## src/rtl/vga_pkg.sv

```systemverilog
// Shared video-subsystem constants: pixel-state encodings and VRAM layout.
package vga_pkg;

    typedef enum logic [1:0] {
        TEXT_FETCH  = 2'd0,
        GLYPH_FETCH = 2'd1,
        WAIT        = 2'd2,
        DRAW        = 2'd3
    } pixel_state_e;

    localparam int unsigned SIZE_TEXT  = 8192;
    localparam int unsigned SIZE_GLYPH = 1024;
    localparam int unsigned ADDR_TEXT  = 0;
    localparam int unsigned ADDR_GLYPH = 8192;
    localparam int unsigned MEM_WORDS  = SIZE_TEXT + SIZE_GLYPH;

endpackage

```

## src/rtl/vram_req_fifo.sv

```systemverilog
// Synchronous FIFO of CPU VRAM requests {we, addr, wdata}; head is visible combinationally.
module vram_req_fifo #(
    parameter int unsigned FIFO_DEPTH = 4,
    parameter int unsigned FIFO_AW    = 2,
    parameter int unsigned ADDR_WIDTH = 15,
    parameter int unsigned DATA_WIDTH = 16
) (
    input  logic                  i_clk,
    input  logic                  i_reset,
    input  logic                  i_push,
    input  logic                  i_we,
    input  logic [ADDR_WIDTH-1:0] i_addr,
    input  logic [DATA_WIDTH-1:0] i_wdata,
    input  logic                  i_pop,
    output logic                  o_we,
    output logic [ADDR_WIDTH-1:0] o_addr,
    output logic [DATA_WIDTH-1:0] o_wdata,
    output logic                  o_empty,
    output logic                  o_full
);

    typedef struct packed {
        logic                  we;
        logic [ADDR_WIDTH-1:0] addr;
        logic [DATA_WIDTH-1:0] wdata;
    } entry_t;

    entry_t             r_mem [FIFO_DEPTH];
    logic [FIFO_AW:0]   r_wr_ptr;
    logic [FIFO_AW:0]   r_rd_ptr;
    logic [FIFO_AW-1:0] w_wr_idx;
    logic [FIFO_AW-1:0] w_rd_idx;

    assign w_wr_idx = r_wr_ptr[FIFO_AW-1:0];
    assign w_rd_idx = r_rd_ptr[FIFO_AW-1:0];

    // Extra pointer MSB distinguishes full from empty when the low bits match.
    assign o_empty = (r_wr_ptr == r_rd_ptr);
    assign o_full  = (w_wr_idx == w_rd_idx) && (r_wr_ptr[FIFO_AW] != r_rd_ptr[FIFO_AW]);

    assign o_we    = r_mem[w_rd_idx].we;
    assign o_addr  = r_mem[w_rd_idx].addr;
    assign o_wdata = r_mem[w_rd_idx].wdata;

    always_ff @(posedge i_clk) begin
        if (i_push) begin
            r_mem[w_wr_idx] <= '{we: i_we, addr: i_addr, wdata: i_wdata};
        end
    end

    always_ff @(posedge i_clk) begin
        if (!i_reset) begin
            r_wr_ptr <= '0;
            r_rd_ptr <= '0;
        end else begin
            if (i_push) begin
                r_wr_ptr <= r_wr_ptr + (FIFO_AW + 1)'(1);
            end
            if (i_pop) begin
                r_rd_ptr <= r_rd_ptr + (FIFO_AW + 1)'(1);
            end
        end
    end

endmodule

```

## src/rtl/vram_arbiter.sv

```systemverilog
// Single-port VRAM arbiter: video fetches own pixel states 0/1, queued CPU requests use the rest.
module vram_arbiter #(
    parameter int unsigned ADDR_WIDTH = 15,
    parameter int unsigned DATA_WIDTH = 16,
    parameter int unsigned MEM_WORDS  = vga_pkg::MEM_WORDS,
    parameter int unsigned FIFO_DEPTH = 4,
    parameter int unsigned FIFO_AW    = 2
) (
    input  logic                  i_clk,
    input  logic                  i_reset,
    input  logic                  i_video_enable,
    input  logic [1:0]            i_pixel_state,
    input  logic [ADDR_WIDTH-1:0] i_pg_addr,
    output logic [DATA_WIDTH-1:0] o_pg_data,
    input  logic                  i_cpu_req_valid,
    output logic                  o_cpu_req_ready,
    input  logic                  i_cpu_req_we,
    input  logic [ADDR_WIDTH-1:0] i_cpu_req_addr,
    input  logic [DATA_WIDTH-1:0] i_cpu_req_wdata,
    output logic                  o_cpu_rsp_valid,
    output logic [DATA_WIDTH-1:0] o_cpu_rsp_data,
    output logic                  o_err_oob,
    output logic [ADDR_WIDTH-1:0] o_mem_addr,
    output logic                  o_mem_we,
    output logic [DATA_WIDTH-1:0] o_mem_wdata,
    input  logic [DATA_WIDTH-1:0] i_mem_rdata
);

    import vga_pkg::*;

    pixel_state_e          w_state;
    logic                  w_video_slot;
    logic                  w_fifo_empty;
    logic                  w_fifo_full;
    logic                  w_push;
    logic                  w_pop;
    logic                  w_head_we;
    logic [ADDR_WIDTH-1:0] w_head_addr;
    logic [DATA_WIDTH-1:0] w_head_wdata;
    logic                  w_head_oob;
    logic [ADDR_WIDTH-1:0] w_mem_addr;
    logic                  w_mem_we;
    logic [DATA_WIDTH-1:0] w_mem_wdata;
    logic [DATA_WIDTH-1:0] w_pg_data;
    logic                  w_rsp_valid;
    logic [DATA_WIDTH-1:0] w_rsp_data;

    logic                  r_video_rd;
    logic                  r_rsp_pend;
    logic                  r_rsp_oob;
    logic                  r_err_oob;
    logic [ADDR_WIDTH-1:0] r_mem_addr;
    logic [DATA_WIDTH-1:0] r_mem_wdata;
    logic [DATA_WIDTH-1:0] r_pg_data;
    logic [DATA_WIDTH-1:0] r_rsp_data;

    assign w_state      = pixel_state_e'(i_pixel_state);
    assign w_video_slot = i_video_enable && ((w_state == TEXT_FETCH) || (w_state == GLYPH_FETCH));

    // Reset gates the handshake and issue combinationally so nothing slips through a reset cycle.
    assign o_cpu_req_ready = i_reset && !w_fifo_full;
    assign w_push          = i_cpu_req_valid && o_cpu_req_ready;
    assign w_pop           = i_reset && !w_video_slot && !w_fifo_empty;
    assign w_head_oob      = 32'(w_head_addr) >= MEM_WORDS;

    vram_req_fifo #(
        .FIFO_DEPTH (FIFO_DEPTH),
        .FIFO_AW    (FIFO_AW),
        .ADDR_WIDTH (ADDR_WIDTH),
        .DATA_WIDTH (DATA_WIDTH)
    ) u_fifo (
        .i_clk   (i_clk),
        .i_reset (i_reset),
        .i_push  (w_push),
        .i_we    (i_cpu_req_we),
        .i_addr  (i_cpu_req_addr),
        .i_wdata (i_cpu_req_wdata),
        .i_pop   (w_pop),
        .o_we    (w_head_we),
        .o_addr  (w_head_addr),
        .o_wdata (w_head_wdata),
        .o_empty (w_fifo_empty),
        .o_full  (w_fifo_full)
    );

    always_comb begin
        w_mem_addr  = r_mem_addr;
        w_mem_we    = 1'b0;
        w_mem_wdata = r_mem_wdata;
        if (!i_reset) begin
            w_mem_addr  = '0;
            w_mem_wdata = '0;
        end else if (w_video_slot) begin
            w_mem_addr = i_pg_addr;
        end else if (w_pop) begin
            w_mem_addr  = w_head_addr;
            w_mem_we    = w_head_we && !w_head_oob;
            w_mem_wdata = w_head_wdata;
        end
    end

    // RAM data arrives one clock after the address, so both consumers pick it up live.
    assign w_pg_data   = (i_reset && r_video_rd) ? i_mem_rdata : r_pg_data;
    assign w_rsp_valid = i_reset && r_rsp_pend;
    assign w_rsp_data  = w_rsp_valid ? (r_rsp_oob ? '0 : i_mem_rdata) : r_rsp_data;

    always_ff @(posedge i_clk) begin
        if (!i_reset) begin
            r_video_rd  <= 1'b0;
            r_rsp_pend  <= 1'b0;
            r_rsp_oob   <= 1'b0;
            r_err_oob   <= 1'b0;
            r_mem_addr  <= '0;
            r_mem_wdata <= '0;
            r_pg_data   <= '0;
            r_rsp_data  <= '0;
        end else begin
            r_video_rd  <= w_video_slot;
            r_rsp_pend  <= w_pop && !w_head_we;
            r_rsp_oob   <= w_head_oob;
            r_mem_addr  <= w_mem_addr;
            r_mem_wdata <= w_mem_wdata;
            r_pg_data   <= w_pg_data;
            r_rsp_data  <= w_rsp_data;
            if (w_pop && w_head_oob) begin
                r_err_oob <= 1'b1;
            end
        end
    end

    assign o_pg_data       = w_pg_data;
    assign o_cpu_rsp_valid = w_rsp_valid;
    assign o_cpu_rsp_data  = w_rsp_data;
    assign o_err_oob       = r_err_oob;
    assign o_mem_addr      = w_mem_addr;
    assign o_mem_we        = w_mem_we;
    assign o_mem_wdata     = w_mem_wdata;

endmodule

```

## config.mk

```make
export PLATFORM = sky130hd
export DESIGN_NAME = vram_arbiter
export DESIGN_NICKNAME = d
export VERILOG_FILES = /design/src/rtl/vga_pkg.sv /design/src/rtl/vram_req_fifo.sv /design/src/rtl/vram_arbiter.sv
export SDC_FILE = /design/constraint.sdc
export NUM_CORES = 1
export LEC_CHECK = 0
export ABC_AREA = 1
export CORE_ASPECT_RATIO = 1.2
export CORE_UTILIZATION = 48
export DETAILED_ROUTE_END_ITERATION = 10
export DONT_BUFFER_PORTS = 1
export MAX_ROUTING_LAYER = met4
export PLACE_DENSITY = 0.59
export SETUP_SLACK_MARGIN = 0.1
export SKIP_CTS_REPAIR_TIMING = 1
export SKIP_LAST_GASP = 1
export SYNTH_ARGS = -nofsm -noshare
export SYNTH_HDL_FRONTEND = slang
export SYNTH_HIERARCHICAL = 1
export SYNTH_SLANG_ARGS = --single-unit
```

## constraint.sdc

```tcl
create_clock -name i_clk -period 2.49 [get_ports i_clk]
set_input_delay 0.3735 -clock i_clk [delete_from_list [all_inputs] [get_ports i_clk]]
set_output_delay 0.3735 -clock i_clk [all_outputs]
set_load 0.01 [all_outputs]
```

==> key figures, run 1 <==
Run status
  • Status: finished clean

Clocking
  • Clock slew at reported path FFs: 0.06 ns
  • H-Tree Depth: 1
  • CTS buffer count: 22
  • Clk root buf: clkbuf_16
  • Clk_lat worst skew: 0.49 ns
  • CTS tree: yes
  • CTS Buffer Depth: 3
  • Clock sink count: 203

Critical path
  • Crit-path slowest cell: dfxtp_1
  • Crit path kind: flip-flop to primary output
  • Crit path max fanout: 21
  • Buf/Inv on CP: 2
  • Cells along the critical path: xor2_1 -> nor2_4 -> buf_12 -> nor2_4 -> buf_12 -> nand2_1 -> nand2_1
  • CP max stage delay: 0.40 ns
  • Crit. End Element: primary output
  • CP delay by family, top: simple AND/OR/NAND/NOR gates
  • Worst endpoint required time: 2.12 ns
  • Critical Path AT: 1.91 ns
  • Startpoint types: flip-flop

GRT
  • Number of global-route vias before repair: 5280
  • GRT Total Usage: 18.75%
  • Largest net degree at the start of global routing: 59
  • Initial antenna violation count: 0
  • Grt ovf: 0
  • First-pass GRT wire length: 26990 um

Yosys
  • Dominant cells by area after synthesis: edfxtp_1 (44%), dfxtp_1 (17%), nand2_1 (14%)
  • Netlist Area Pre-Place: 8675 um^2
  • Synth Register Bits: 203
  • Synth top area share: 44.31%
  • Synth area leader: edfxtp_1
  • Mux cell area share after synthesis: 0%
  • Area share of fa/ha/maj cells after synthesis: 0.7212%
  • Post-synthesis simple-gate area fraction: 25.50%
  • Syn Inst Count: 970
  • Synth cell types: 24
  • Compound-cell area share of the yosys netlist: 3.750%
  • Sequential area share after synthesis: 61.62%
  • Syn avg cell area: 8.943 um^2
  • Syn Nets: 1044
  • Main combinational cell family by area after synthesis: simple AND/OR/NAND/NOR gates
  • Post-synthesis xor/xnor area fraction: 0.2019%
  • Yosys Warn Count: 6

Pwr
  • Peak VDD IR: 0.5625 mV
  • Leak: 4.526 nW
  • Power Dens Cells: 790.4 nW/um^2

Placed design
  • Port Buf Inserts: 0
  • Placement-stage worst setup slack: 0.2071 ns
  • Post-DP HPWL: 10630 um
  • Area after DPL: 8838 um^2
  • Gp weighted congestion: 0.7331

Detailed routing
  • Antenna viol nets, final: 0
  • Drt first pass iters: 5
  • Initial drt markers: 254
  • DRC viols: 0
  • Avg WL per Cell: 14.05 um
  • DRT Wirelength: 17520 um
  • DR vias: 5935
  • Via density: 4.759

Final layout
  • Share of cells above drive strength 1: 8.958%
  • Diodes inserted: 0
  • Area Growth Syn to Fin: 16.13%
  • Final #Nets: 1085
  • Post-route cell area: 10070 um^2
  • Finished Core Util: 57.32%

Floorplan
  • I/O pin cnt: 136
  • Rows: 53
  • Die area: 18620 um^2
  • Starting density of the core: 49.36%
  • Chip width: 124.7 um
  • Die span in y: 149.3 um
  • Core Box Area: 17570 um^2

Timing
  • Worst rel slew slack: 59.60%
  • Worst slew pin tran: 0.6051 ns
  • Final Max Slew Viols: 0
  • Final Hold Viols: 0
  • Layout Skew: 0.007799 ns
  • Final worst slack: 0.2101 ns
  • RSZ-0062 raised after global routing: yes
  • Fmax: 438.6 MHz
  • Final setup viols: 0
  • Period utilisation layout: 91.56%
  • Post-layout min period: 2.280 ns

Run
  • MaxCap Viol Count: 0

Hold path
  • Worst hold path type: input pin to flip-flop
metal layers:
layer	track usage (%)	routed length, um	vias up	share of wire [%]
met2	31.13	8497	133	49
met1	22.98	7729	2656	44
met5	-	0	-	0
met4	4.880	259	0	1.5
met3	4.519	1030	16	5.9
li1	-	-	3130	-
synthesized netlist by cell type, drive strengths merged:
| master | instances |
|---|---|
| a211oi | 16 |
| nand2 | 337 |
| clkinv | 1 |
| clkbuf | 6 |
| xnor2 | 1 |
| or2 | 32 |
| inv | 116 |
| nand3 | 50 |
| a21oi | 38 |
| edfxtp | 128 |
| ha | 5 |
| buf | 33 |
| nor3b | 1 |
| dfxtp | 75 |
| o21ai | 3 |
| xor2 | 1 |
| nor2 | 127 |
flip-flops by register name (all words and copies together) (netlist names), 3 cells and up, named ones only:
signal           flops
u_fifo/r_wr_ptr      3
u_fifo/r_mem       128
r_mem_wdata         16
r_mem_addr          15
r_rsp_data          16
r_pg_data           16
u_fifo/r_rd_ptr      3
final cells by class:
type	count	area, um^2
fillers	1567	7500
flip-flops and latches	203	5353
multi-input cells	612	2683
clock buffers	36	663.1
repair buffers	55	626.9
inverters	117	454.2
well taps	220	275.3
clock inverters	4	18.77
per-stage QoR:
step                      total power [mW]  instances  hold slack [ns]  TNS, ns
after CTS                            7.869       1207         -0.04589   -5.618
after global placement               4.805       1167           0.4554        0
after detailed placement             4.817       1167           0.4543        0
after global routing                 8.376       1247         0.006502        0
after floorplan                      4.640        970           0.4395        0
final                                7.962       1247         0.006151        0
layout by cell type (no fill, tap or decap), types with 5 or more instances in the layout:
cell | synthesis | layout
nand2_1 | 335 | 325
buf_12 | 0 | 7
a21oi_1 | 38 | 38
nand3_1 | 50 | 50
buf_6 | 12 | 5
or2_2 | 10 | 10
inv_1 | 110 | 108
a211oi_1 | 16 | 16
ha_1 | 5 | 5
dlygate4sd3_1 | 0 | 33
or2_0 | 8 | 8
inv_2 | 6 | 6
or2_1 | 14 | 14
nand2_2 | 2 | 11
clkbuf_1 | 6 | 7
dfxtp_1 | 75 | 71
nor2_1 | 126 | 124
clkbuf_16 | 0 | 24
edfxtp_1 | 128 | 128
buf_4 | 4 | 8
worst paths after layout:
path	start	to	cells after the start	slack, ns
worst max-delay path	u_fifo/r_rd_ptr[2]	o_mem_wdata[6]	7	0.21
worst min-delay path	i_reset	u_fifo/r_wr_ptr[2]	2	0.006
worst max register to register	u_fifo/r_wr_ptr[0]	u_fifo/r_mem[0][18]	10	0.65
worst min register to register	r_rsp_data[5]	r_rsp_data[5]	2	0.47
cell families after synthesis:
| family | after synthesis |
|---|---|
| AOI/OAI and AO/OA | 57 |
| xor gates and xnor gates | 2 |
| adders and majority gates | 5 |
| buffers and inverters | 156 |
| DFF | 203 |
| and+or+nand+nor | 547 |
power by group:
group          switching (mW)  leakage [nW]  total [mW]  internal [mW]
sequential             0.0536          1.78        3.80           3.75
clock                    1.21         0.340        3.02           1.81
combinational           0.738          2.41        1.13          0.397
total                    2.00          4.53        7.96           5.96
Note: power is estimated with default switching activity, not from simulation.
==> run 2: changes to the inputs <==
GPL_TIMING_DRIVEN = 1   (was default)
==> results of run 2 <==
Same layout as run 1: the final DEF is identical, and so are final timing and power.
